--- src/rtl/tight_acc_matmul_pkg.sv ---
// tight_acc_matmul_pkg: opcodes, FSM states and command field positions
package tight_acc_matmul_pkg;
  localparam logic [5:0] OP_CFG    = 6'd0;
  localparam logic [5:0] OP_LOAD_A = 6'd1;
  localparam logic [5:0] OP_LOAD_B = 6'd2;
  localparam logic [5:0] OP_START  = 6'd3;
  localparam logic [5:0] OP_STATUS = 6'd4;
  localparam logic [63:0] ERR_WORD = 64'hFFFF_FFFF_FFFF_FFFF;
  localparam int CFG_N_LSB = 0;
  localparam int CFG_N_MSB = 7;
  localparam int CFG_SGN   = 8;
  localparam int CFG_ACC   = 9;
  typedef enum logic [1:0] {IDLE, COMPUTE, DRAIN, RESP1} state_t;
endpackage

--- src/rtl/tight_acc_matmul_mac.sv ---
// tight_acc_mac: serial multiply-accumulate; sum is the value the accumulator takes this cycle
module tight_acc_mac #(
  parameter int DATA_W = 16,
  parameter int ACC_W  = 34
) (
  input  logic              clk,
  input  logic              rst_n,
  input  logic              en,
  input  logic              clr,
  input  logic              sgn,
  input  logic [DATA_W-1:0] a,
  input  logic [DATA_W-1:0] b,
  input  logic [ACC_W-1:0]  init,
  output logic [ACC_W-1:0]  sum
);
  logic [ACC_W-1:0] acc, ea, eb, prod;
  assign ea = {{(ACC_W-DATA_W){sgn & a[DATA_W-1]}}, a};
  assign eb = {{(ACC_W-DATA_W){sgn & b[DATA_W-1]}}, b};
  assign prod = ea * eb;
  // clr starts a new dot product from init instead of the running total
  assign sum = (clr ? init : acc) + prod;
  always_ff @(posedge clk) begin
    if (!rst_n) acc <= '0;
    else if (en) acc <= sum;
  end
endmodule

--- src/rtl/tight_acc_matmul.sv ---
// tight_acc_matmul: command-driven matrix multiply with A/B/C register arrays,
// one serial MAC and a row-major response drain with backpressure
module tight_acc_matmul
  import tight_acc_matmul_pkg::*;
#(
  parameter int N_MAX  = 4,
  parameter int DATA_W = 16,
  parameter int ACC_W  = 2*DATA_W+$clog2(N_MAX)
) (
  input  logic        clk,
  input  logic        rst_n,
  input  logic        cmd_val,
  output logic        busy,
  input  logic [5:0]  cmd_opcode,
  input  logic [63:0] cmd_config_data,
  output logic        resp_val,
  input  logic        resp_rdy,
  output logic [63:0] resp_data
);
  localparam int IW = (N_MAX > 1) ? $clog2(N_MAX) : 1;
  if (ACC_W > 64) begin : g_acc_chk
    $error("ACC_W must not exceed 64");
  end
  state_t state;
  logic [7:0] n, cfg_n;
  logic sgn, accm, a_full, b_full;
  logic take, cfg_ok, last_i, last_j, last_k, hs, unused_bits;
  logic [IW-1:0] ar, ac, br, bc, i, j, k, nm1, ni, nj;
  logic [DATA_W-1:0] a_m [N_MAX][N_MAX];
  logic [DATA_W-1:0] b_m [N_MAX][N_MAX];
  logic [ACC_W-1:0] c_m [N_MAX][N_MAX];
  logic [ACC_W-1:0] mac_sum;
  function automatic logic [63:0] ext64(input logic [ACC_W-1:0] x, input logic s);
    logic signed [ACC_W-1:0] sx;
    logic signed [63:0] r;
    sx = x;
    r = 64'(sx);
    return s ? r : 64'(x);
  endfunction
  assign take = cmd_val && !busy;
  assign cfg_n = cmd_config_data[CFG_N_MSB:CFG_N_LSB];
  assign cfg_ok = cfg_n != 8'd0 && cfg_n <= 8'(N_MAX);
  assign nm1 = IW'(n - 8'd1);
  assign last_i = i == nm1;
  assign last_j = j == nm1;
  assign last_k = k == nm1;
  assign hs = resp_val && resp_rdy;
  assign nj = last_j ? '0 : j + 1'b1;
  assign ni = last_j ? (last_i ? '0 : i + 1'b1) : i;
  assign unused_bits = ^cmd_config_data;
  tight_acc_mac #(.DATA_W(DATA_W), .ACC_W(ACC_W)) u_mac (
    .clk   (clk),
    .rst_n (rst_n),
    .en    (state == COMPUTE),
    .clr   (k == '0),
    .sgn   (sgn),
    .a     (a_m[i][k]),
    .b     (b_m[k][j]),
    .init  (accm ? c_m[i][j] : '0),
    .sum   (mac_sum)
  );
  // operand arrays keep their contents across reset
  always_ff @(posedge clk) begin
    if (rst_n && take && cmd_opcode == OP_LOAD_A) a_m[ar][ac] <= cmd_config_data[DATA_W-1:0];
    if (rst_n && take && cmd_opcode == OP_LOAD_B) b_m[br][bc] <= cmd_config_data[DATA_W-1:0];
  end
  always_ff @(posedge clk) begin
    if (!rst_n) begin
      state <= IDLE;
      busy <= 1'b0;
      resp_val <= 1'b0;
      resp_data <= '0;
      n <= 8'(N_MAX);
      sgn <= 1'b0;
      accm <= 1'b0;
      {ar, ac, br, bc, i, j, k} <= '0;
      {a_full, b_full} <= 2'b00;
      for (int r = 0; r < N_MAX; r++)
        for (int q = 0; q < N_MAX; q++)
          c_m[r][q] <= '0;
    end else begin
      case (state)
        IDLE: if (take) begin
          if (cmd_opcode == OP_CFG && cfg_ok) begin
            n <= cfg_n;
            sgn <= cmd_config_data[CFG_SGN];
            accm <= cmd_config_data[CFG_ACC];
            {ar, ac, br, bc} <= '0;
            {a_full, b_full} <= 2'b00;
            for (int r = 0; r < N_MAX; r++)
              for (int q = 0; q < N_MAX; q++)
                c_m[r][q] <= '0;
          end else if (cmd_opcode == OP_CFG) begin
            state <= RESP1;
            busy <= 1'b1;
            resp_val <= 1'b1;
            resp_data <= ERR_WORD;
          end else if (cmd_opcode == OP_LOAD_A) begin
            ac <= (ac == nm1) ? '0 : ac + 1'b1;
            if (ac == nm1) ar <= (ar == nm1) ? '0 : ar + 1'b1;
            if (ac == nm1 && ar == nm1) a_full <= 1'b1;
          end else if (cmd_opcode == OP_LOAD_B) begin
            bc <= (bc == nm1) ? '0 : bc + 1'b1;
            if (bc == nm1) br <= (br == nm1) ? '0 : br + 1'b1;
            if (bc == nm1 && br == nm1) b_full <= 1'b1;
          end else if (cmd_opcode == OP_START) begin
            state <= COMPUTE;
            busy <= 1'b1;
            {i, j, k} <= '0;
          end else if (cmd_opcode == OP_STATUS) begin
            state <= RESP1;
            busy <= 1'b1;
            resp_val <= 1'b1;
            resp_data <= {47'b0, accm, sgn, n, a_full, b_full, 5'b0};
          end
        end
        COMPUTE: begin
          k <= last_k ? '0 : k + 1'b1;
          if (last_k) begin
            c_m[i][j] <= mac_sum;
            j <= nj;
            i <= ni;
          end
          // C[0][0] is only being written right now when n is 1
          if (last_k && last_j && last_i) begin
            state <= DRAIN;
            resp_val <= 1'b1;
            resp_data <= ext64((n == 8'd1) ? mac_sum : c_m[0][0], sgn);
          end
        end
        DRAIN: if (hs) begin
          j <= nj;
          i <= ni;
          state <= (last_i && last_j) ? IDLE : DRAIN;
          busy <= !(last_i && last_j);
          resp_val <= !(last_i && last_j);
          resp_data <= (last_i && last_j) ? '0 : ext64(c_m[ni][nj], sgn);
        end
        RESP1: if (hs) begin
          state <= IDLE;
          busy <= 1'b0;
          resp_val <= 1'b0;
          resp_data <= '0;
        end
      endcase
    end
  end
endmodule

--- config.mk ---
export PLATFORM = sky130hd
export DESIGN_NAME = tight_acc_matmul
export DESIGN_NICKNAME = d
export VERILOG_FILES = /design/src/rtl/tight_acc_matmul_pkg.sv /design/src/rtl/tight_acc_matmul_mac.sv /design/src/rtl/tight_acc_matmul.sv
export SDC_FILE = /design/constraint.sdc
export NUM_CORES = 2
export LEC_CHECK = 0
export CAP_MARGIN = 0
export CORE_ASPECT_RATIO = 0.6
export CORE_MARGIN = 2
export CORE_UTILIZATION = 42
export DETAILED_ROUTE_END_ITERATION = 6
export SETUP_SLACK_MARGIN = 0.02
export SLEW_MARGIN = 20
export SYNTH_ARGS = -nofsm -noshare
export SYNTH_HDL_FRONTEND = slang
export SYNTH_HIERARCHICAL = 1
export SYNTH_SLANG_ARGS = --single-unit
--- constraint.sdc ---
create_clock -name clk -period 27.2 [get_ports clk]
set_input_delay 5.44 -clock clk [delete_from_list [all_inputs] [get_ports clk]]
set_output_delay 5.44 -clock clk [all_outputs]
set_load 0.02 [all_outputs]
==> impl_metrics.yaml <==
layout:
  fin_nets: 5582
  layout-drive-gt1-share: 0.153
  post-route-util: 0.464
  final_area_sq_mm: 0.0735
  syn2layout_area_growth_pct: 9.84
placed_design:
  dp_hpwl_um: 130000
  port_buffers: 91
  place.gp.congestion: 0.879
  dpl_cell_area_sq_mm: 0.0700
power:
  power_frac_comb: 0.276
  peakVddDrop_v: 0.000134
  power_frac_seq: 0.415
  p_int_uw: 3200
  p_per_area_mw_per_mm2: 66.8
  totalPowerFinal_uw: 4910
  switching_share: 0.348
  cellLeakagePower_uw: 0.0267
  p_sw_uw: 1710
  pwr-share-clk: 0.309
outcome:
  status: "completed"
route:
  wl_per_cell_um: 28.5
  vias: 42600
  firstDrtPassIters: 6
  wl_um: 207000
  drt_iter0_drc: 6261
  viasPerCell: 5.87
  drcViolationCount: 0
  detail-route-antenna-nets: 0
logic_synthesis:
  synth_top_cell_area_share: 0.474
  syn_area_sq_mm: 0.0669
  ys_seq_elements: 1159
  synth_top_cell_by_area: "edfxtp_1"
  syn-num-nets: 5625
  async_flop_share: 0
  ys_seq_area_frac: 0.505
  synth_most_common_cell: "edfxtp_1"
  avgSynthCellArea_sq_um: 13.2
  synth.area.top_cells: "edfxtp_1 (47%), mux4_2 (12%), fa_1 (10%), and2_1 (6.5%), nand2_1 (3.1%)"
  yosysWarnings: 6
  synth_ff_type: "edfxtp_1"
  synthCells: 5080
  ys_types: 81
  synth_commonest_cells: "edfxtp_1 (1,056), and2_1 (698), nand2_1 (556), inv_1 (459), mux4_2 (365)"
  synth_edf_count: 1056
setup_path:
  r2r_slack_ns: 14.63
  worst-setup-path-type: "reg2reg"
  cp.depth: 34
  slowest_stage: "buf_4"
  ff2ff_path_depth: 34
  cp.arrival_ns: 13.20
  crit_required_ns: 27.83
  max_stage_delay_ns: 0.87
  crit_end: "resp_data[33]"
  endpoint_kind: "register"
  regToRegEndpoint: "resp_data[33]"
  cp_max_fo: 85
  crit_buf_inv: 9
  start_kind: "register"
  path_delay_family: "adder cells"
sta:
  max_freq_mhz: 79.5
  fin_crit_sh: 0.462
  setup-tns-final_ns: 0
  maxSlewHeadroom: 0.196
  holdWs_ns: 0.471
  setup_viol: 0
  rsz0062_at_grt: "no"
  hold_violations: 0
  tightest_slew_ns: 1.20
  slew_viol_final: 0
  period_needed_ns: 12.57
  skew_ns: 0.106
floorplan:
  start_util: 0.423
  io_pins: 140
  die_width_um: 519
  die_h_um: 313
  placementRows: 113
  coreArea_sq_mm: 0.158
  die_area_sq_mm: 0.163
clock_network:
  cts_buffer_depth: 3
  cts_setup_buffers: 0
  cts-buffers-inserted: 106
  clkSinkCount: 1159
  cts_tree: "done"
  cts-root-buf: "clkbuf_16"
  path_clk_slew_ns: 0.08
  postCtsHoldBufs: 0
  cts_resized: 0
  clock_latency_ns: 0.77
  h-tree-depth: 3
grt:
  grt_pass1_vias: 42400
  antenna_found_initial: 14
  grt_pass1_wl_um: 301000
  grt_max_degree: 108
  grt.overflow.total: 0
  grt_use_total: 0.255
run:
  max_cap_violations: 0
worst_hold_path:
  min_path_cells: 2
  worstHoldStart: "u_mac/acc[26]"
  hp-class: "reg2reg"
-- power by group through the flow --
| stage | Sequential [uW] | Combinational (uW) | Clock (uW) |
|---|---|---|---|
| global route | 2040 | 1470 | 1600 |
| CTS | 2030 | 1330 | 1530 |
| detailed placement | 2070 | 1320 | 0 |
| floorplan | 2070 | 717 | 0 |
| finish | 2030 | 1350 | 1520 |
| global placement | 2070 | 1320 | 0 |
-- worst min path at each step --
stage | to | slack [ns]
floorplan | b_full | 0.44
global route | u_mac/acc[26] | 0.49
global placement | u_mac/acc[26] | 0.45
detailed placement | u_mac/acc[26] | 0.46
finish | u_mac/acc[26] | 0.47
CTS | u_mac/acc[26] | 0.47
-- cells in the final DEF (no fill, tap or decap), drive strengths merged, types with 43 or more instances in the layout --
cell	Yosys	routed
dfxtp	103	103
o21ai	63	63
inv	461	462
clkinv	1	54
o211ai	48	48
clkdlybuf4s50	0	86
mux2i	86	86
ha	132	132
and2	698	698
clkbuf	261	133
and3	73	73
fa	339	339
mux4	365	365
edfxtp	1056	1056
a21oi	88	88
nor2	127	127
xnor2	43	43
mux2	44	44
nand3	110	110
buf	111	135
nand2	556	556
a31oi	62	62
-- layer usage --
metal,global-route usage,vias to the layer above,wire length [um]
met3,0.0684,275,27100
met2,0.341,2620,82800
met1,0.408,21800,92500
met5,0,-,34
li1,-,17800,-
met4,0.0542,6,4210
-- cells by family after synthesis --
| logic type | Yosys count | share of synthesized area |
|---|---|---|
| and+or+nand+nor | 1699 | 0.132 |
| buffers and inverters | 834 | 0.0502 |
| adders and majority gates | 471 | 0.126 |
| xor gates and xnor gates | 56 | 0.00733 |
| AOI/OAI and AO/OA | 366 | 0.0359 |
| muxes | 495 | 0.143 |
| DFF | 1159 | 0.505 |
-- worst reg2reg max path, delay by kind of cell, from the launching register on --
kind / cells / cell delay [ns]
compound gates: 9 / 2.15
xor+xnor: 1 / 0.16
fa+ha+maj: 7 / 3.07
buf+inv: 9 / 2.86
flops: 1 / 0.83
mux: 4 / 2.18
simple gates: 4 / 1.21
-- cell type report --
| class | count | area [sq um] |
|---|---|---|
| clock buffers | 133 | 2790 |
| diodes | 2 | 5.00 |
| fillers | 13800 | 84700 |
| well taps | 2127 | 2660 |
| flip-flops and latches | 1159 | 33800 |
| clock inverters | 67 | 659 |
| repair buffers | 221 | 1900 |
| multi-input cells | 3087 | 29900 |
| inverters | 462 | 1740 |
-- through the flow --
| stage | cells | setup WS, ns |
|---|---|---|
| 2_1_floorplan | 5080 | 17.94 |
| 3_3_place_gp | 7056 | 14.88 |
| 3_5_place_dp | 7056 | 14.80 |
| 4_1_cts | 7256 | 14.74 |
| 5_1_grt | 7256 | 13.97 |
| 6_report | 7258 | 14.63 |
-- flip-flops by register name, summed over array words and instances, names as in the netlist, named ones only --
| signal | cells |
|---|---|
| c_m | 544 |
| k | 2 |
| u_mac/acc | 34 |
| resp_data | 35 |
| a_m | 256 |
| state | 2 |
| bc | 2 |
| ac | 2 |
| busy | 1 |
| ar | 2 |
| resp_val | 1 |
| accm | 1 |
| b_full | 1 |
| sgn | 1 |
| b_m | 256 |
| i | 2 |
| n | 8 |
| a_full | 1 |
| j | 2 |
| br | 2 |
Power figures use the tool's default switching activity.
